[config.mk]
export PLATFORM = sky130hd
export DESIGN_NAME = cpu_control
export DESIGN_NICKNAME = d
export VERILOG_FILES = /design/src/rtl/cpu_pkg.sv /design/src/rtl/cpu_decode.sv /design/src/rtl/cpu_control.sv
export SDC_FILE = /design/constraint.sdc
export NUM_CORES = 1
export LEC_CHECK = 0
export ABC_CLOCK_PERIOD_IN_PS = 1730
export CAP_MARGIN = 25
export CORE_ASPECT_RATIO = 0.9
export CORE_UTILIZATION = 44
export DETAILED_ROUTE_END_ITERATION = 10
export GPL_ROUTABILITY_DRIVEN = 0
export PLACE_DENSITY = 0.82
export SLEW_MARGIN = 20
export SYNTH_ARGS = -nofsm -noshare
export SYNTH_HDL_FRONTEND = slang
export SYNTH_SLANG_ARGS = --single-unit
export TNS_END_PERCENT = 50
[constraint.sdc]
create_clock -name clk -period 1.73 [get_ports clk]
set_input_delay 0.346 -clock clk [delete_from_list [all_inputs] [get_ports clk]]
set_output_delay 0.346 -clock clk [all_outputs]
set_load 0.01 [all_outputs]
[src/rtl/cpu_pkg.sv]
// cpu_pkg -- shared definitions for the multicycle CPU control unit and datapath.
//   state_e    : control FSM state encoding
//   OP_*       : instruction opcodes (instruction[3:0])
//   SEL_*      : datapath bus source select codes
//   ENABLE_*   : r_enable bit indices for non-GPR registers (R0-R7 use bits 7:0)
//   decode_t   : decoded instruction fields handed from cpu_decode to cpu_control
package cpu_pkg;

    typedef enum logic [4:0] {
        S_FETCH_ADDR = 5'd0,
        S_FETCH_MEM  = 5'd1,
        S_FETCH_IR   = 5'd2,
        S_DECODE     = 5'd3,
        S_ALU_A      = 5'd4,
        S_ALU_OP     = 5'd5,
        S_ALU_WB     = 5'd6,
        S_LD_ADDR    = 5'd7,
        S_LD_MEM     = 5'd8,
        S_LD_WB      = 5'd9,
        S_ST_ADDR    = 5'd10,
        S_ST_DATA    = 5'd11,
        S_ST_WR      = 5'd12,
        S_CALL_LINK  = 5'd13,
        S_JR         = 5'd14,
        S_JI_A       = 5'd15,
        S_JI_OP      = 5'd16,
        S_JI_WB      = 5'd17
    } state_e;

    localparam logic [3:0] OP_MV   = 4'd0;
    localparam logic [3:0] OP_ADD  = 4'd1;
    localparam logic [3:0] OP_SUB  = 4'd2;
    localparam logic [3:0] OP_CMP  = 4'd3;
    localparam logic [3:0] OP_LD   = 4'd4;
    localparam logic [3:0] OP_ST   = 4'd5;
    localparam logic [3:0] OP_MVHI = 4'd6;
    localparam logic [3:0] OP_J    = 4'd8;
    localparam logic [3:0] OP_JZ   = 4'd9;
    localparam logic [3:0] OP_JN   = 4'd10;
    localparam logic [3:0] OP_CALL = 4'd12;

    localparam logic [2:0] SEL_RX    = 3'd0;
    localparam logic [2:0] SEL_RY    = 3'd1;
    localparam logic [2:0] SEL_PC    = 3'd2;
    localparam logic [2:0] SEL_S     = 3'd3;
    localparam logic [2:0] SEL_IMM8  = 3'd4;
    localparam logic [2:0] SEL_IMM11 = 3'd5;
    localparam logic [2:0] SEL_MEM   = 3'd6;

    localparam int ENABLE_LINK   = 7;   // R7 receives the return address on call
    localparam int ENABLE_A      = 8;
    localparam int ENABLE_S      = 9;
    localparam int ENABLE_FLAGS  = 10;
    localparam int ENABLE_IR     = 11;
    localparam int ENABLE_ADDR   = 12;
    localparam int ENABLE_WRDATA = 13;
    localparam int ENABLE_PC     = 14;

    typedef struct packed {
        logic [2:0] rx;
        logic       imm;
        logic       is_mv;
        logic       is_mvhi;
        logic       is_alu;     // add, sub or cmp
        logic       is_cmp;
        logic       is_sub;     // sub or cmp: ALU subtracts
        logic       is_ld;
        logic       is_st;
        logic       is_call;
        logic       take_jump;  // j, or jz/jn whose flag condition holds
    } decode_t;

    // One-hot general-register enable for R[idx].
    function automatic logic [14:0] reg_onehot(input logic [2:0] idx);
        logic [14:0] v;
        v = 15'd0;
        v[idx] = 1'b1;
        return v;
    endfunction

endpackage

[src/rtl/cpu_decode.sv]
// cpu_decode -- combinational instruction decode for cpu_control.
//   instruction : IR contents (opcode [3:0], imm flag [4], Rx [7:5])
//   N, Z        : registered flags, used for conditional jump resolution
//   dec         : decoded opcode class, register index and branch-taken bit
module cpu_decode
    import cpu_pkg::*;
(
    input  logic [15:0] instruction,
    input  logic        N,
    input  logic        Z,
    output decode_t     dec
);

    logic [3:0] op;
    // Ry and the immediate fields only steer the datapath, not the sequencing.
    logic       unused_fields;

    assign op            = instruction[3:0];
    assign unused_fields = ^instruction[15:8];

    always_comb begin
        dec           = '0;
        dec.rx        = instruction[7:5];
        dec.imm       = instruction[4];
        dec.is_mv     = (op == OP_MV);
        dec.is_mvhi   = (op == OP_MVHI);
        dec.is_alu    = (op == OP_ADD) || (op == OP_SUB) || (op == OP_CMP);
        dec.is_cmp    = (op == OP_CMP);
        dec.is_sub    = (op == OP_SUB) || (op == OP_CMP);
        dec.is_ld     = (op == OP_LD);
        dec.is_st     = (op == OP_ST);
        dec.is_call   = (op == OP_CALL);
        dec.take_jump = (op == OP_J) || ((op == OP_JZ) && Z) || ((op == OP_JN) && N);
    end

endmodule

[src/rtl/cpu_control.sv]
// cpu_control -- multicycle Moore control unit sequencing cpu_datapath.
//   clk, reset    : rising-edge clock, synchronous active-low reset
//   instruction   : IR contents; N, Z : registered flags
//   sel           : datapath bus source select
//   addsub        : ALU mode (0 add, 1 subtract)
//   pc_incr       : PC += 2 this edge
//   h             : register write targets the high byte (mvhi)
//   r_enable      : register write enables (R0-R7, A, S, flags, IR, ADDR, WRDATA, PC)
//   o_mem_rd      : memory read strobe, data valid the following cycle
//   o_mem_wr      : memory write of WRDATA to ADDR this edge
module cpu_control
    import cpu_pkg::*;
(
    input  logic        clk,
    input  logic        reset,
    input  logic [15:0] instruction,
    input  logic        N,
    input  logic        Z,
    output logic [2:0]  sel,
    output logic        addsub,
    output logic        pc_incr,
    output logic        h,
    output logic [14:0] r_enable,
    output logic        o_mem_rd,
    output logic        o_mem_wr
);

    decode_t dec;
    state_e  state_q, state_d;

    cpu_decode u_decode (
        .instruction (instruction),
        .N           (N),
        .Z           (Z),
        .dec         (dec)
    );

    // Jump entry shared by call (after linking) and taken branches.
    function automatic state_e jump_entry(input logic imm);
        return imm ? S_JI_A : S_JR;
    endfunction

    always_comb begin
        state_d = S_FETCH_ADDR;
        case (state_q)
            S_FETCH_ADDR: state_d = S_FETCH_MEM;
            S_FETCH_MEM:  state_d = S_FETCH_IR;
            S_FETCH_IR:   state_d = S_DECODE;
            S_DECODE: begin
                // mv/mvhi complete here; NOPs and untaken branches fall to fetch.
                if (dec.is_alu)         state_d = S_ALU_A;
                else if (dec.is_ld)     state_d = S_LD_ADDR;
                else if (dec.is_st)     state_d = S_ST_ADDR;
                else if (dec.is_call)   state_d = S_CALL_LINK;
                else if (dec.take_jump) state_d = jump_entry(dec.imm);
                else                    state_d = S_FETCH_ADDR;
            end
            S_ALU_A:      state_d = S_ALU_OP;
            S_ALU_OP:     state_d = dec.is_cmp ? S_FETCH_ADDR : S_ALU_WB;
            S_LD_ADDR:    state_d = S_LD_MEM;
            S_LD_MEM:     state_d = S_LD_WB;
            S_ST_ADDR:    state_d = S_ST_DATA;
            S_ST_DATA:    state_d = S_ST_WR;
            S_CALL_LINK:  state_d = jump_entry(dec.imm);
            S_JI_A:       state_d = S_JI_OP;
            S_JI_OP:      state_d = S_JI_WB;
            default:      state_d = S_FETCH_ADDR;  // last states and illegal encodings
        endcase
    end

    always_ff @(posedge clk) begin
        if (!reset) state_q <= S_FETCH_ADDR;
        else        state_q <= state_d;
    end

    always_comb begin
        sel      = SEL_RX;
        addsub   = 1'b0;
        pc_incr  = 1'b0;
        h        = 1'b0;
        r_enable = '0;
        o_mem_rd = 1'b0;
        o_mem_wr = 1'b0;
        case (state_q)
            S_FETCH_ADDR: begin sel = SEL_PC; r_enable[ENABLE_ADDR] = 1'b1; end
            S_FETCH_MEM:  begin o_mem_rd = 1'b1; pc_incr = 1'b1; end
            S_FETCH_IR:   r_enable[ENABLE_IR] = 1'b1;
            S_DECODE: begin
                if (dec.is_mv) begin
                    sel      = dec.imm ? SEL_IMM8 : SEL_RY;
                    r_enable = reg_onehot(dec.rx);
                end else if (dec.is_mvhi) begin
                    sel      = SEL_IMM8;
                    h        = 1'b1;
                    r_enable = reg_onehot(dec.rx);
                end
            end
            S_ALU_A:      begin sel = SEL_RX; r_enable[ENABLE_A] = 1'b1; end
            S_ALU_OP: begin
                sel                     = dec.imm ? SEL_IMM8 : SEL_RY;
                addsub                  = dec.is_sub;
                r_enable[ENABLE_S]      = 1'b1;
                r_enable[ENABLE_FLAGS]  = 1'b1;
            end
            S_ALU_WB:     begin sel = SEL_S; r_enable = reg_onehot(dec.rx); end
            S_LD_ADDR:    begin sel = SEL_RY; r_enable[ENABLE_ADDR] = 1'b1; end
            S_LD_MEM:     o_mem_rd = 1'b1;
            S_LD_WB:      begin sel = SEL_MEM; r_enable = reg_onehot(dec.rx); end
            S_ST_ADDR:    begin sel = SEL_RY; r_enable[ENABLE_ADDR] = 1'b1; end
            S_ST_DATA:    begin sel = SEL_RX; r_enable[ENABLE_WRDATA] = 1'b1; end
            S_ST_WR:      o_mem_wr = 1'b1;
            S_CALL_LINK:  begin sel = SEL_PC; r_enable[ENABLE_LINK] = 1'b1; end
            S_JR:         begin sel = SEL_RX; r_enable[ENABLE_PC] = 1'b1; end
            // PC already points past the jump, so target = (instr addr + 2) + 2*imm11.
            S_JI_A:       begin sel = SEL_PC; r_enable[ENABLE_A] = 1'b1; end
            S_JI_OP:      begin sel = SEL_IMM11; r_enable[ENABLE_S] = 1'b1; end
            S_JI_WB:      begin sel = SEL_S; r_enable[ENABLE_PC] = 1'b1; end
            default: ;
        endcase
        // Reset cycle is fully quiet so an aborted instruction writes nothing.
        if (!reset) begin
            sel      = SEL_RX;
            addsub   = 1'b0;
            pc_incr  = 1'b0;
            h        = 1'b0;
            r_enable = '0;
            o_mem_rd = 1'b0;
            o_mem_wr = 1'b0;
        end
    end

endmodule

# [Yosys cells after proc, flatten, opt, wreduce, memory -nomap -nowiden]
# Cells that the tools add are included.
[totals] register_bits=5 latchBits=0 ram_bits=0 mem_bits_ro=0 in_bits=20 out_inout_bits=23 word_cells=88 mem_count=0
[classes] addsub=0 mul=0 div_mod_pow=0 order_cmp=2 n_eq_ne=27 shift=0 n_mux=39 n_bitwise=0 reduce_logical=19
[op_table] operator="one-hot mux 5 bit (13 select lines)" count=1
[op_table] operator="== test 5 x 4 -> 1 bit, second input constant" count=8
[op_table] operator="2-to-1 mux 15 bit" count=2
[op_table] operator="one-hot mux 3 bit (7 select lines)" count=1
[op_table] operator="== test 5 x 3 -> 1 bit, second input constant" count=4
[op_table] operator="2-to-1 mux 4 bit" count=5
[op_table] operator="== test 4 bit, second input constant" count=4
[op_table] operator="2-to-1 mux 3 bit" count=5
[op_table] operator="2-to-1 mux 1 bit" count=14
[op_table] operator="one-hot mux 1 bit (2 select lines)" count=7
[op_table] operator="one-hot mux 7 bit (2 select lines)" count=1
[op_table] operator="OR reduction 2 bit" count=7
[op_table] operator="== test 4 x 3 -> 1 bit, second input constant" count=3
[op_table] operator="== test 5 x 2 -> 1 bit, second input constant" count=2
[op_table] operator="== test 5 bit, second input constant" count=2
[op_table] operator="== test 4 x 2 -> 1 bit, second input constant" count=2
[op_table] operator="2-to-1 mux 8 bit" count=1
[op_table] operator="OR reduction 3 bit" count=2
[op_table] operator="== test 5 x 1 -> 1 bit, second input constant" count=1
[op_table] operator="logical NOT 5 bit" count=1
[op_table] operator="logical OR 1 bit" count=5
[op_table] operator="less-than comparator 3 x 5 -> 1 bit, second input constant" count=1
[op_table] operator="== test 4 x 1 -> 1 bit, second input constant" count=1
[op_table] operator="logical NOT 4 bit" count=1
[op_table] operator="4 further kinds" count=6

# [Logic depth before layout (Yosys ltp)]
# Gate-level depths: netlist of run 1.
[logic_depth] word_depth=10 depth_mapped=7

# [Cells and area by module]
# Synthesis of run 1 repeated with hierarchy kept, for this count alone.
[unflattened] hier_cells=163 hier_area_um2=1086.0
[by_module_without_submodules] mod="cpu_control" instances=1 cells_each=143 area_each_um2=948.4 seq_area_each_um2=100.1
[by_module_without_submodules] mod="cpu_decode" instances=1 cells_each=20 area_each_um2=137.6 seq_area_each_um2=0.0

# [Least setup slack after synthesis of run 1]
# Ideal clock, no wire load.
[synth_path] kind="input port to output port" start="input port instruction[3]" end="output port r_enable[0]" arrival_ps=1458 required_time_ps=1384 path_slack_ps=-74 path_stages=5 path_cell_list="buf_2 > or3_4 > nor3_4 > o211ai_2 > nor3_1"
[synth_via] elab_chain_len=5 elab_cells_between_ends=6 cone_classes="1 x eq/ne; 4 x mux; 1 x reduce/logical"
[synth_lines] item="start, declared" line_no="cpu_control.sv:16" rtl="input logic [15:0] instruction,"
[synth_lines] item="== test 4 x 3 -> 1 bit" line_no="cpu_decode.sv:26" rtl="dec.is_mvhi = (op == OP_MVHI);"
[synth_lines] item="2-to-1 mux 8 bit" line_no="cpu_control.sv:92" rtl="end else if (dec.is_mvhi) begin"
[synth_lines] item="2-to-1 mux 15 bit (*)" line_no="cpu_control.sv:89" rtl="if (dec.is_mv) begin"
[synth_lines] item="one-hot mux 7 bit (2 select lines) (*)" line_no="cpu_control.sv:84" rtl="case (state_q)"
[synth_lines] item="2-to-1 mux 15 bit (*)" line_no="cpu_control.sv:121" rtl="if (!reset) begin"
[synth_lines] item="end, declared" line_no="cpu_control.sv:23" rtl="output logic [14:0] r_enable,"
# Mark *: on every way between the ends. The rest lies on a longest branch, timed or not.

# [Final worst setup path of run 1]
[layout_path] start="register state_q[3]" end="output port r_enable[3]"
[layout_via] elab_chain_len=4 elab_cells_between_ends=6 cone_classes="3 x eq/ne; 2 x mux; 1 x reduce/logical"
[layout_lines] item="start, declared" line_no="cpu_control.sv:29" rtl="state_e state_q, state_d;"
[layout_lines] item="start signal, assigned" line_no="cpu_control.sv:73" rtl="else state_q <= state_d;"
[layout_lines] item="== test 5 x 4 -> 1 bit or == test 5 x 3 -> 1 bit (tied branches)" line_no="cpu_control.sv:84"
[layout_lines] item="OR reduction 2 bit (no source line)"
[layout_lines] item="one-hot mux 7 bit (2 select lines) (*)" line_no="cpu_control.sv:84"
[layout_lines] item="2-to-1 mux 15 bit (*)" line_no="cpu_control.sv:121"
# Marks and branches as above.

==> run_summary.xml, run 1 <==
<?xml version="1.0" encoding="UTF-8"?>
<metrics>
  <group name="status">
    <metric name="outcome" unit="">finished with violations</metric>
    <metric name="failed_checks" unit="">setup timing</metric>
  </group>
  <group name="layout">
    <metric name="largest_register_ffs" unit="">5</metric>
    <metric name="reg.largest.list" unit="">state_q: 5 flops</metric>
    <metric name="synthToLayoutAreaGrowth" unit="%">62.4</metric>
    <metric name="regMostFlops" unit="">state_q</metric>
    <metric name="number_of_diodes" unit="">0</metric>
    <metric name="share_of_final_layout_standard_cells_stronger_than_drive_strength_1" unit="%">44.1</metric>
    <metric name="fill_cells" unit="">156</metric>
    <metric name="number_of_nets_at_the_end_of_the_flow" unit="">250</metric>
  </group>
  <group name="critical_path">
    <metric name="critical-path-slowest-cell" unit="">sky130_fd_sc_hd__dfxtp_4</metric>
    <metric name="worst_ep_arrival_time" unit="ps">1730</metric>
    <metric name="crit-reg2reg-capture" unit="">state_q[2]</metric>
    <metric name="cp_max_stage_delay" unit="ps">360</metric>
    <metric name="startpoint_of_the_most_critical_register_to_register_path" unit="">state_q[2]</metric>
    <metric name="worstSetupStartpointType" unit="">register</metric>
    <metric name="cp_cell_sequence" unit="">buf_6 -&gt; nand4bb_1 -&gt; a21oi_1 -&gt; buf_4 -&gt; o211ai_2 -&gt; nor2_2 -&gt; buf_2</metric>
    <metric name="worst-setup-path-type" unit="">reg2out</metric>
    <metric name="required" unit="ps">1380</metric>
    <metric name="timing.critical_path.buf_inv" unit="">3</metric>
    <metric name="path_delay_family" unit="">buffers and inverters</metric>
    <metric name="r2r_setup_slack" unit="ps">170</metric>
    <metric name="timing.reg2reg.worst_path_depth" unit="">5</metric>
    <metric name="crit_fanout" unit="">7</metric>
    <metric name="critical_path.endpoint_type" unit="">output port</metric>
  </group>
  <group name="sta">
    <metric name="slew_violations" unit="">0</metric>
    <metric name="maxSlewHeadroom" unit="%">72.9</metric>
    <metric name="clock_skew" unit="ps">5.65</metric>
    <metric name="post-route-min-period" unit="ps">2070</metric>
    <metric name="setup_viol" unit="">21</metric>
    <metric name="worst_pin_slew" unit="ps">405</metric>
    <metric name="timing.final.hold_violations" unit="">0</metric>
    <metric name="timing.final.crit_share" unit="%">120</metric>
    <metric name="post-route-worst-setup-slack" unit="ps">-344</metric>
    <metric name="tns_setup" unit="ps">-4470</metric>
    <metric name="maxClockFrequency" unit="MHz">482</metric>
    <metric name="worst_hold_slack" unit="ps">662</metric>
    <metric name="grt_setup_unrepaired" unit="">true</metric>
  </group>
  <group name="routing">
    <metric name="drt-vias-per-instance" unit="">6.02</metric>
    <metric name="via_count" unit="">1541</metric>
    <metric name="routed-wl-met3" unit="µm">203</metric>
    <metric name="final_routed_drc_violation_total" unit="">0</metric>
    <metric name="ant_nets" unit="">0</metric>
    <metric name="m1WireLength" unit="µm">1690</metric>
    <metric name="detail_route.wirelength" unit="µm">4060</metric>
    <metric name="initialDrtViolationCount" unit="">50</metric>
    <metric name="highest_layer_used_for_signal_routing" unit="">met4</metric>
    <metric name="initial_drt_pass_iterations" unit="">7</metric>
    <metric name="met2_routed_wl" unit="µm">2100</metric>
    <metric name="route.detailed.wl_per_inst" unit="µm">15.8</metric>
  </group>
  <group name="floorplan">
    <metric name="design.core.area" unit="µm²">2280</metric>
    <metric name="die_area" unit="µm²">2740</metric>
    <metric name="fp_rows" unit="">16</metric>
    <metric name="initial_core_util" unit="%">48.9</metric>
    <metric name="floorplan.die.height" unit="µm">49.8</metric>
    <metric name="io_pins" unit="">43</metric>
    <metric name="die_width" unit="µm">55.1</metric>
  </group>
  <group name="min_path">
    <metric name="holdCritPathClass" unit="">reg2reg</metric>
    <metric name="holdPathEnd" unit="">state_q[4]</metric>
    <metric name="worstHoldStart" unit="">state_q[1]</metric>
    <metric name="min_path_cells" unit="">3</metric>
  </group>
  <group name="yosys">
    <metric name="synthTopCellsByArea" unit="">sky130_fd_sc_hd__dfxtp_1 (9.0%), sky130_fd_sc_hd__nand2b_1 (7.3%), sky130_fd_sc_hd__a21oi_1 (6.3%)</metric>
    <metric name="synth_ff_type" unit="">sky130_fd_sc_hd__dfxtp_1</metric>
    <metric name="mappedNetlistArea" unit="µm²">1120</metric>
    <metric name="ys_seq_elements" unit="">5</metric>
    <metric name="synth.yosys.seq_area_share" unit="%">8.97</metric>
    <metric name="post_synthesis_cell_type_with_the_largest_combined_area" unit="">sky130_fd_sc_hd__dfxtp_1</metric>
    <metric name="synth_warnings" unit="">0</metric>
    <metric name="syn-num-nets" unit="">187</metric>
    <metric name="postSynth.asyncResetShare" unit="%">0</metric>
    <metric name="syn_inst" unit="">167</metric>
    <metric name="synth.avg_cell_area" unit="µm²">6.68</metric>
    <metric name="synth_enable_flop_cells" unit="">0</metric>
    <metric name="synthDominantCellAreaShare" unit="%">8.97</metric>
    <metric name="ys_types" unit="">48</metric>
  </group>
  <group name="power">
    <metric name="p_per_area" unit="nW/µm²">516</metric>
    <metric name="p_seq_share" unit="%">18.2</metric>
    <metric name="peakVddDrop" unit="mV">0.490</metric>
    <metric name="power.total" unit="W">0.000936</metric>
    <metric name="p_sw_share" unit="%">43.0</metric>
    <metric name="pwr-share-comb" unit="%">66.6</metric>
    <metric name="power.leakage" unit="nW">0.745</metric>
    <metric name="p_int" unit="W">0.000534</metric>
    <metric name="p_switching" unit="W">0.000402</metric>
    <metric name="p_clk_share" unit="%">15.2</metric>
  </group>
  <group name="place">
    <metric name="port-buffer-count" unit="">34</metric>
    <metric name="half_perimeter_wire_length_after_placement" unit="µm">2890</metric>
  </group>
  <group name="clocking">
    <metric name="cts_tree" unit="">built</metric>
    <metric name="ctsLongestPathBuffers" unit="">2</metric>
    <metric name="cts.clk_slew.worst_paths" unit="ps">50</metric>
    <metric name="htree_num_levels" unit="">1</metric>
    <metric name="cts_made_buffers" unit="">3</metric>
    <metric name="cts_root_buf" unit="">sky130_fd_sc_hd__clkbuf_4</metric>
    <metric name="cts_sinks" unit="">5</metric>
    <metric name="clock_network_latency_to_the_later_pin_of_the_worst_skew_pair" unit="ps">250</metric>
  </group>
  <group name="grt">
    <metric name="globalRoute.totalOverflow" unit="">0</metric>
    <metric name="track_usage" unit="%">31.8</metric>
    <metric name="wire_length_of_the_first_global_routing_pass" unit="µm">6440</metric>
    <metric name="grt_pass1_vias" unit="">1458</metric>
    <metric name="grt_antenna_before_repair" unit="">0</metric>
    <metric name="maximum_number_of_pins_on_one_net_before_global_route_repair" unit="">24</metric>
  </group>
  <group name="job">
    <metric name="max_cap_check_violation_count" unit="">0</metric>
  </group>
</metrics>
[worst register-to-register path, delay by kind of cell, from the launching register on]
kind                   cells  cell delay (ps)
and+or+nand+nor            1              250
AOI/OAI and AO/OA          3              670
buffers and inverters      1              190
DFF                        1              380
[timing repair]
item,4_1_cts,5_1_grt
gates resized for setup,127,20
endpoints found under the setup margin,26,24
hold buffers,0,0
pin swaps,20,9
hold endpoints to repair,0,0
setup buffers,2,3
[how the worst max path moves through the flow]
stage                               from           to  cells after the start
after floorplan           instruction[3]  r_enable[7]                      5
after global placement    instruction[0]       sel[2]                      5
after detailed placement  instruction[3]  r_enable[3]                      6
after CTS                     state_q[3]  r_enable[3]                      5
after global routing          state_q[3]  r_enable[2]                      7
final                         state_q[3]  r_enable[3]                      7
[Yosys cell counts (3+ instances only)]
library cell and count:
sky130_fd_sc_hd__clkbuf_1 3, sky130_fd_sc_hd__nand4b_1 4, sky130_fd_sc_hd__or3_1 3, sky130_fd_sc_hd__nor3b_1 4, sky130_fd_sc_hd__or2_1 3, sky130_fd_sc_hd__a21oi_1 14, sky130_fd_sc_hd__nand4bb_1 4, sky130_fd_sc_hd__nor2b_1 6
sky130_fd_sc_hd__a31oi_1 3, sky130_fd_sc_hd__dfxtp_1 5, sky130_fd_sc_hd__o21ai_0 5, sky130_fd_sc_hd__o21ai_1 4, sky130_fd_sc_hd__nand3b_1 3, sky130_fd_sc_hd__nand3_1 4, sky130_fd_sc_hd__nor4_1 6, sky130_fd_sc_hd__inv_1 3
sky130_fd_sc_hd__nor2_1 15, sky130_fd_sc_hd__nand2_1 10, sky130_fd_sc_hd__nand2b_1 13, sky130_fd_sc_hd__buf_2 13, sky130_fd_sc_hd__nor3_1 7
[logic make-up after synthesis]
logic type	share of synthesized area, %
and+or+nand+nor	52.8
AOI/OAI and AO/OA	26.5
buffers and inverters	10.2
DFF	8.97
xor gates and xnor gates	1.57
[per-stage QoR]
step	instance area, µm²	instances	setup slack [ps]	utilization [%]
2_1_floorplan	1130	167	-45.1	-
3_3_place_gp	1680	247	-855	73.7
3_5_place_dp	1680	247	-909	73.7
4_1_cts	1720	253	-303	75.5
5_1_grt	1810	256	-417	79.4
6_report	1810	256	-344	79.4
[layout by cell type (no fill, tap or decap), types with 3 or more instances in the layout]
cell                              netlist  routed
sky130_fd_sc_hd__a21oi_1               14      12
sky130_fd_sc_hd__a31oi_1                3       3
sky130_fd_sc_hd__buf_2                 13      21
sky130_fd_sc_hd__buf_4                  2      36
sky130_fd_sc_hd__buf_6                  1       4
sky130_fd_sc_hd__clkbuf_4               0       3
sky130_fd_sc_hd__clkdlybuf4s50_1        0       5
sky130_fd_sc_hd__dfxtp_4                0       4
sky130_fd_sc_hd__dlygate4sd2_1          0       4
sky130_fd_sc_hd__inv_1                  3       3
sky130_fd_sc_hd__nand2_1               10      10
sky130_fd_sc_hd__nand2b_1              13      11
sky130_fd_sc_hd__nand3_1                4       3
sky130_fd_sc_hd__nand3b_1               3       3
sky130_fd_sc_hd__nand4b_1               4       4
sky130_fd_sc_hd__nand4bb_1              4       4
sky130_fd_sc_hd__nor2_1                15      14
sky130_fd_sc_hd__nor2b_1                6       5
sky130_fd_sc_hd__nor3_2                 1       5
sky130_fd_sc_hd__nor3b_1                4       3
sky130_fd_sc_hd__nor4_2                 0       3
sky130_fd_sc_hd__o21ai_0                5       4
sky130_fd_sc_hd__o21ai_1                4       5
[area by class of cell]
class                   instances  area, µm²  area share (%)
clock inverters                 1       5.00           0.276
well taps                      27       33.8            1.86
multi-input cells             140       1030            56.7
flip-flops and latches          5        115            6.35
repair buffers                 77        598            33.0
clock buffers                   3       22.5            1.24
inverters                       3       11.3           0.621
[power groups by stage]
stage | registers [W] | clock network, W | logic [W]
finish | 0.000171 | 0.000142 | 0.000623
global route | 0.000173 | 0.000156 | 0.000668
CTS | 0.000165 | 0.000142 | 0.000557
detailed placement | 0.000156 | 0 | 0.000534
global placement | 0.000154 | 0 | 0.000517
floorplan | 0.000139 | 0 | 0.000334
[metal layers]
layer  GRT usage, %  up-vias
met5              0        -
met4           12.1        0
met3           7.41        8
met2           52.8       60
met1           38.3      733
li1               -      740
Power figures use the tool's default switching activity.
==> run 2: changes to the inputs <==
- SETUP_SLACK_MARGIN: unset -> 0.4
==> run_summary.xml, run 2 (same netlist as run 1, synthesis figures left out) <==
<?xml version="1.0" encoding="UTF-8"?>
<metrics>
  <group name="critical_path">
    <metric name="startpoint_of_the_most_critical_register_to_register_path" unit="">state_q[3]</metric>
    <metric name="crit-reg2reg-capture" unit="">state_q[0]</metric>
    <metric name="timing.critical_path.buf_inv" unit="">2</metric>
    <metric name="worst-setup-path-type" unit="">reg2out</metric>
    <metric name="r2r_setup_slack" unit="ps">30</metric>
    <metric name="critical-path-slowest-cell" unit="">sky130_fd_sc_hd__or3_4</metric>
    <metric name="crit_fanout" unit="">5</metric>
    <metric name="cp_max_stage_delay" unit="ps">390</metric>
    <metric name="worst_ep_arrival_time" unit="ps">1990</metric>
    <metric name="critical_path.endpoint_type" unit="">output port</metric>
    <metric name="cp_cell_sequence" unit="">or3_4 -&gt; nor3_4 -&gt; buf_6 -&gt; o211ai_4 -&gt; nor3_2 -&gt; buf_2</metric>
    <metric name="path_delay_family" unit="">simple AND/OR/NAND/NOR gates</metric>
    <metric name="timing.reg2reg.worst_path_depth" unit="">7</metric>
    <metric name="required" unit="ps">1380</metric>
    <metric name="worstSetupStartpointType" unit="">register</metric>
  </group>
  <group name="sta">
    <metric name="setup_viol" unit="">23</metric>
    <metric name="worst_pin_slew" unit="ps">540</metric>
    <metric name="timing.final.hold_violations" unit="">0</metric>
    <metric name="post-route-min-period" unit="ps">2340</metric>
    <metric name="tns_setup" unit="ps">-7660</metric>
    <metric name="maxSlewHeadroom" unit="%">63.1</metric>
    <metric name="grt_setup_unrepaired" unit="">true</metric>
    <metric name="post-route-worst-setup-slack" unit="ps">-609</metric>
    <metric name="timing.final.crit_share" unit="%">135</metric>
    <metric name="clock_skew" unit="ps">1.06</metric>
    <metric name="slew_violations" unit="">0</metric>
    <metric name="maxClockFrequency" unit="MHz">428</metric>
  </group>
  <group name="grt">
    <metric name="globalRoute.totalOverflow" unit="">0</metric>
    <metric name="maximum_number_of_pins_on_one_net_before_global_route_repair" unit="">20</metric>
    <metric name="grt_antenna_before_repair" unit="">0</metric>
    <metric name="track_usage" unit="%">38.9</metric>
    <metric name="grt_pass1_vias" unit="">1633</metric>
    <metric name="wire_length_of_the_first_global_routing_pass" unit="µm">7750</metric>
  </group>
  <group name="routing">
    <metric name="ant_nets" unit="">0</metric>
    <metric name="route.detailed.wl_per_inst" unit="µm">21.8</metric>
    <metric name="initialDrtViolationCount" unit="">109</metric>
    <metric name="final_routed_drc_violation_total" unit="">0</metric>
    <metric name="detail_route.wirelength" unit="µm">5920</metric>
    <metric name="initial_drt_pass_iterations" unit="">5</metric>
    <metric name="via_count" unit="">1783</metric>
    <metric name="drt-vias-per-instance" unit="">6.56</metric>
  </group>
  <group name="min_path">
    <metric name="min_path_cells" unit="">4</metric>
    <metric name="worstHoldStart" unit="">state_q[3]</metric>
    <metric name="holdPathEnd" unit="">state_q[3]</metric>
    <metric name="holdCritPathClass" unit="">reg2reg</metric>
  </group>
  <group name="floorplan">
    <metric name="floorplan.die.height" unit="µm">49.8</metric>
    <metric name="io_pins" unit="">43</metric>
    <metric name="die_width" unit="µm">55.1</metric>
    <metric name="initial_core_util" unit="%">48.9</metric>
    <metric name="design.core.area" unit="µm²">2280</metric>
    <metric name="fp_rows" unit="">16</metric>
    <metric name="die_area" unit="µm²">2740</metric>
  </group>
  <group name="layout">
    <metric name="layout_commonest_cell" unit="">sky130_fd_sc_hd__buf_4</metric>
    <metric name="regMostFlops" unit="">state_q</metric>
    <metric name="synthToLayoutAreaGrowth" unit="%">83.3</metric>
    <metric name="most-common-layout-cells" unit="">sky130_fd_sc_hd__buf_4 (46), sky130_fd_sc_hd__buf_2 (21), sky130_fd_sc_hd__nor2_1 (11), sky130_fd_sc_hd__a21oi_1 (11), sky130_fd_sc_hd__buf_6 (11)</metric>
    <metric name="number_of_nets_at_the_end_of_the_flow" unit="">266</metric>
    <metric name="reg.largest.list" unit="">state_q: 5 flops</metric>
    <metric name="number_of_diodes" unit="">0</metric>
    <metric name="largest_register_ffs" unit="">5</metric>
    <metric name="finish.utilization" unit="%">89.6</metric>
    <metric name="share_of_final_layout_standard_cells_stronger_than_drive_strength_1" unit="%">53.1</metric>
  </group>
  <group name="job">
    <metric name="max_cap_check_violation_count" unit="">0</metric>
  </group>
  <group name="clocking">
    <metric name="cts_hold_repair.buffers" unit="">0</metric>
    <metric name="htree_num_levels" unit="">1</metric>
    <metric name="ctsLongestPathBuffers" unit="">2</metric>
    <metric name="cts_sinks" unit="">5</metric>
    <metric name="clock_network_latency_to_the_later_pin_of_the_worst_skew_pair" unit="ps">260</metric>
    <metric name="cts_root_buf" unit="">sky130_fd_sc_hd__clkbuf_4</metric>
    <metric name="cts_made_buffers" unit="">3</metric>
    <metric name="cts.clk_slew.worst_paths" unit="ps">60</metric>
    <metric name="cts_tree" unit="">built</metric>
  </group>
  <group name="place">
    <metric name="half_perimeter_wire_length_after_placement" unit="µm">3170</metric>
    <metric name="port-buffer-count" unit="">34</metric>
  </group>
  <group name="status">
    <metric name="failed_checks" unit="">setup timing</metric>
    <metric name="outcome" unit="">finished with violations</metric>
  </group>
  <group name="power">
    <metric name="power.leakage" unit="nW">0.839</metric>
    <metric name="peakVddDrop" unit="mV">0.447</metric>
    <metric name="p_per_area" unit="nW/µm²">517</metric>
  </group>
</metrics>
[run 2: area by class of cell]
type,instances,area [µm²]
fillers,97,236
clock buffers,4,26.3
flip-flops and latches,5,115
inverters,3,11.3
well taps,27,33.8
multi-input cells,140,1110
repair buffers,93,747
[run 2: worst max-delay path by stage]
stage / start / end / slack [ps] / cells past startpoint
2_1_floorplan: instruction[0] / r_enable[7] / 3 / 5
6_report: state_q[3] / r_enable[2] / -610 / 6
5_1_grt: state_q[3] / r_enable[7] / -770 / 6
3_5_place_dp: instruction[0] / r_enable[7] / -920 / 6
3_3_place_gp: instruction[1] / sel[0] / -850 / 6
4_1_cts: state_q[3] / r_enable[7] / -400 / 6
[run 2: where the power goes]
group          switching, W  internal, W  total, W
registers         0.0000343     0.000132  0.000167
logic              0.000369     0.000364  0.000733
clock network     0.0000697    0.0000886  0.000158
total              0.000473     0.000585   0.00106
[run 2: worst register-to-register path, cell delays in order (launching register included)]
cell	delay, ps
sky130_fd_sc_hd__dfxtp_4	370
sky130_fd_sc_hd__buf_4	150
sky130_fd_sc_hd__buf_8	140
sky130_fd_sc_hd__or2_1	240
sky130_fd_sc_hd__buf_6	140
sky130_fd_sc_hd__a211oi_1	330
sky130_fd_sc_hd__nor3_1	110
sky130_fd_sc_hd__a21oi_1	150
[run 2: through the flow]
step                hold slack, ps  std cells  worst slack (ps)  instance area (µm²)  power (W)
finish                         796        272              -609                 2050    0.00106
global route                   869        272              -769                 2050    0.00111
CTS                            747        265              -404                 1900   0.000909
global placement               733        258              -850                 1800   0.000717
detailed placement             764        258              -921                 1800   0.000739
floorplan                      640        167              2.51                 1190   0.000507
[run 2: metal layers]
metal	share of wire (%)	routed length, µm	track usage [%]
met1	36	2150	44.5
met2	48	2820	61.6
met3	9.2	545	10.5
met4	6.9	408	24.2
met5	0	0	0
[run 2: what timing repair did]
action / in CTS / in global routing
resized for setup: 127 / 33
endpoints found under the setup margin: 27 / 28
pin swaps: 14 / 25
buffers inserted: 3 / 7
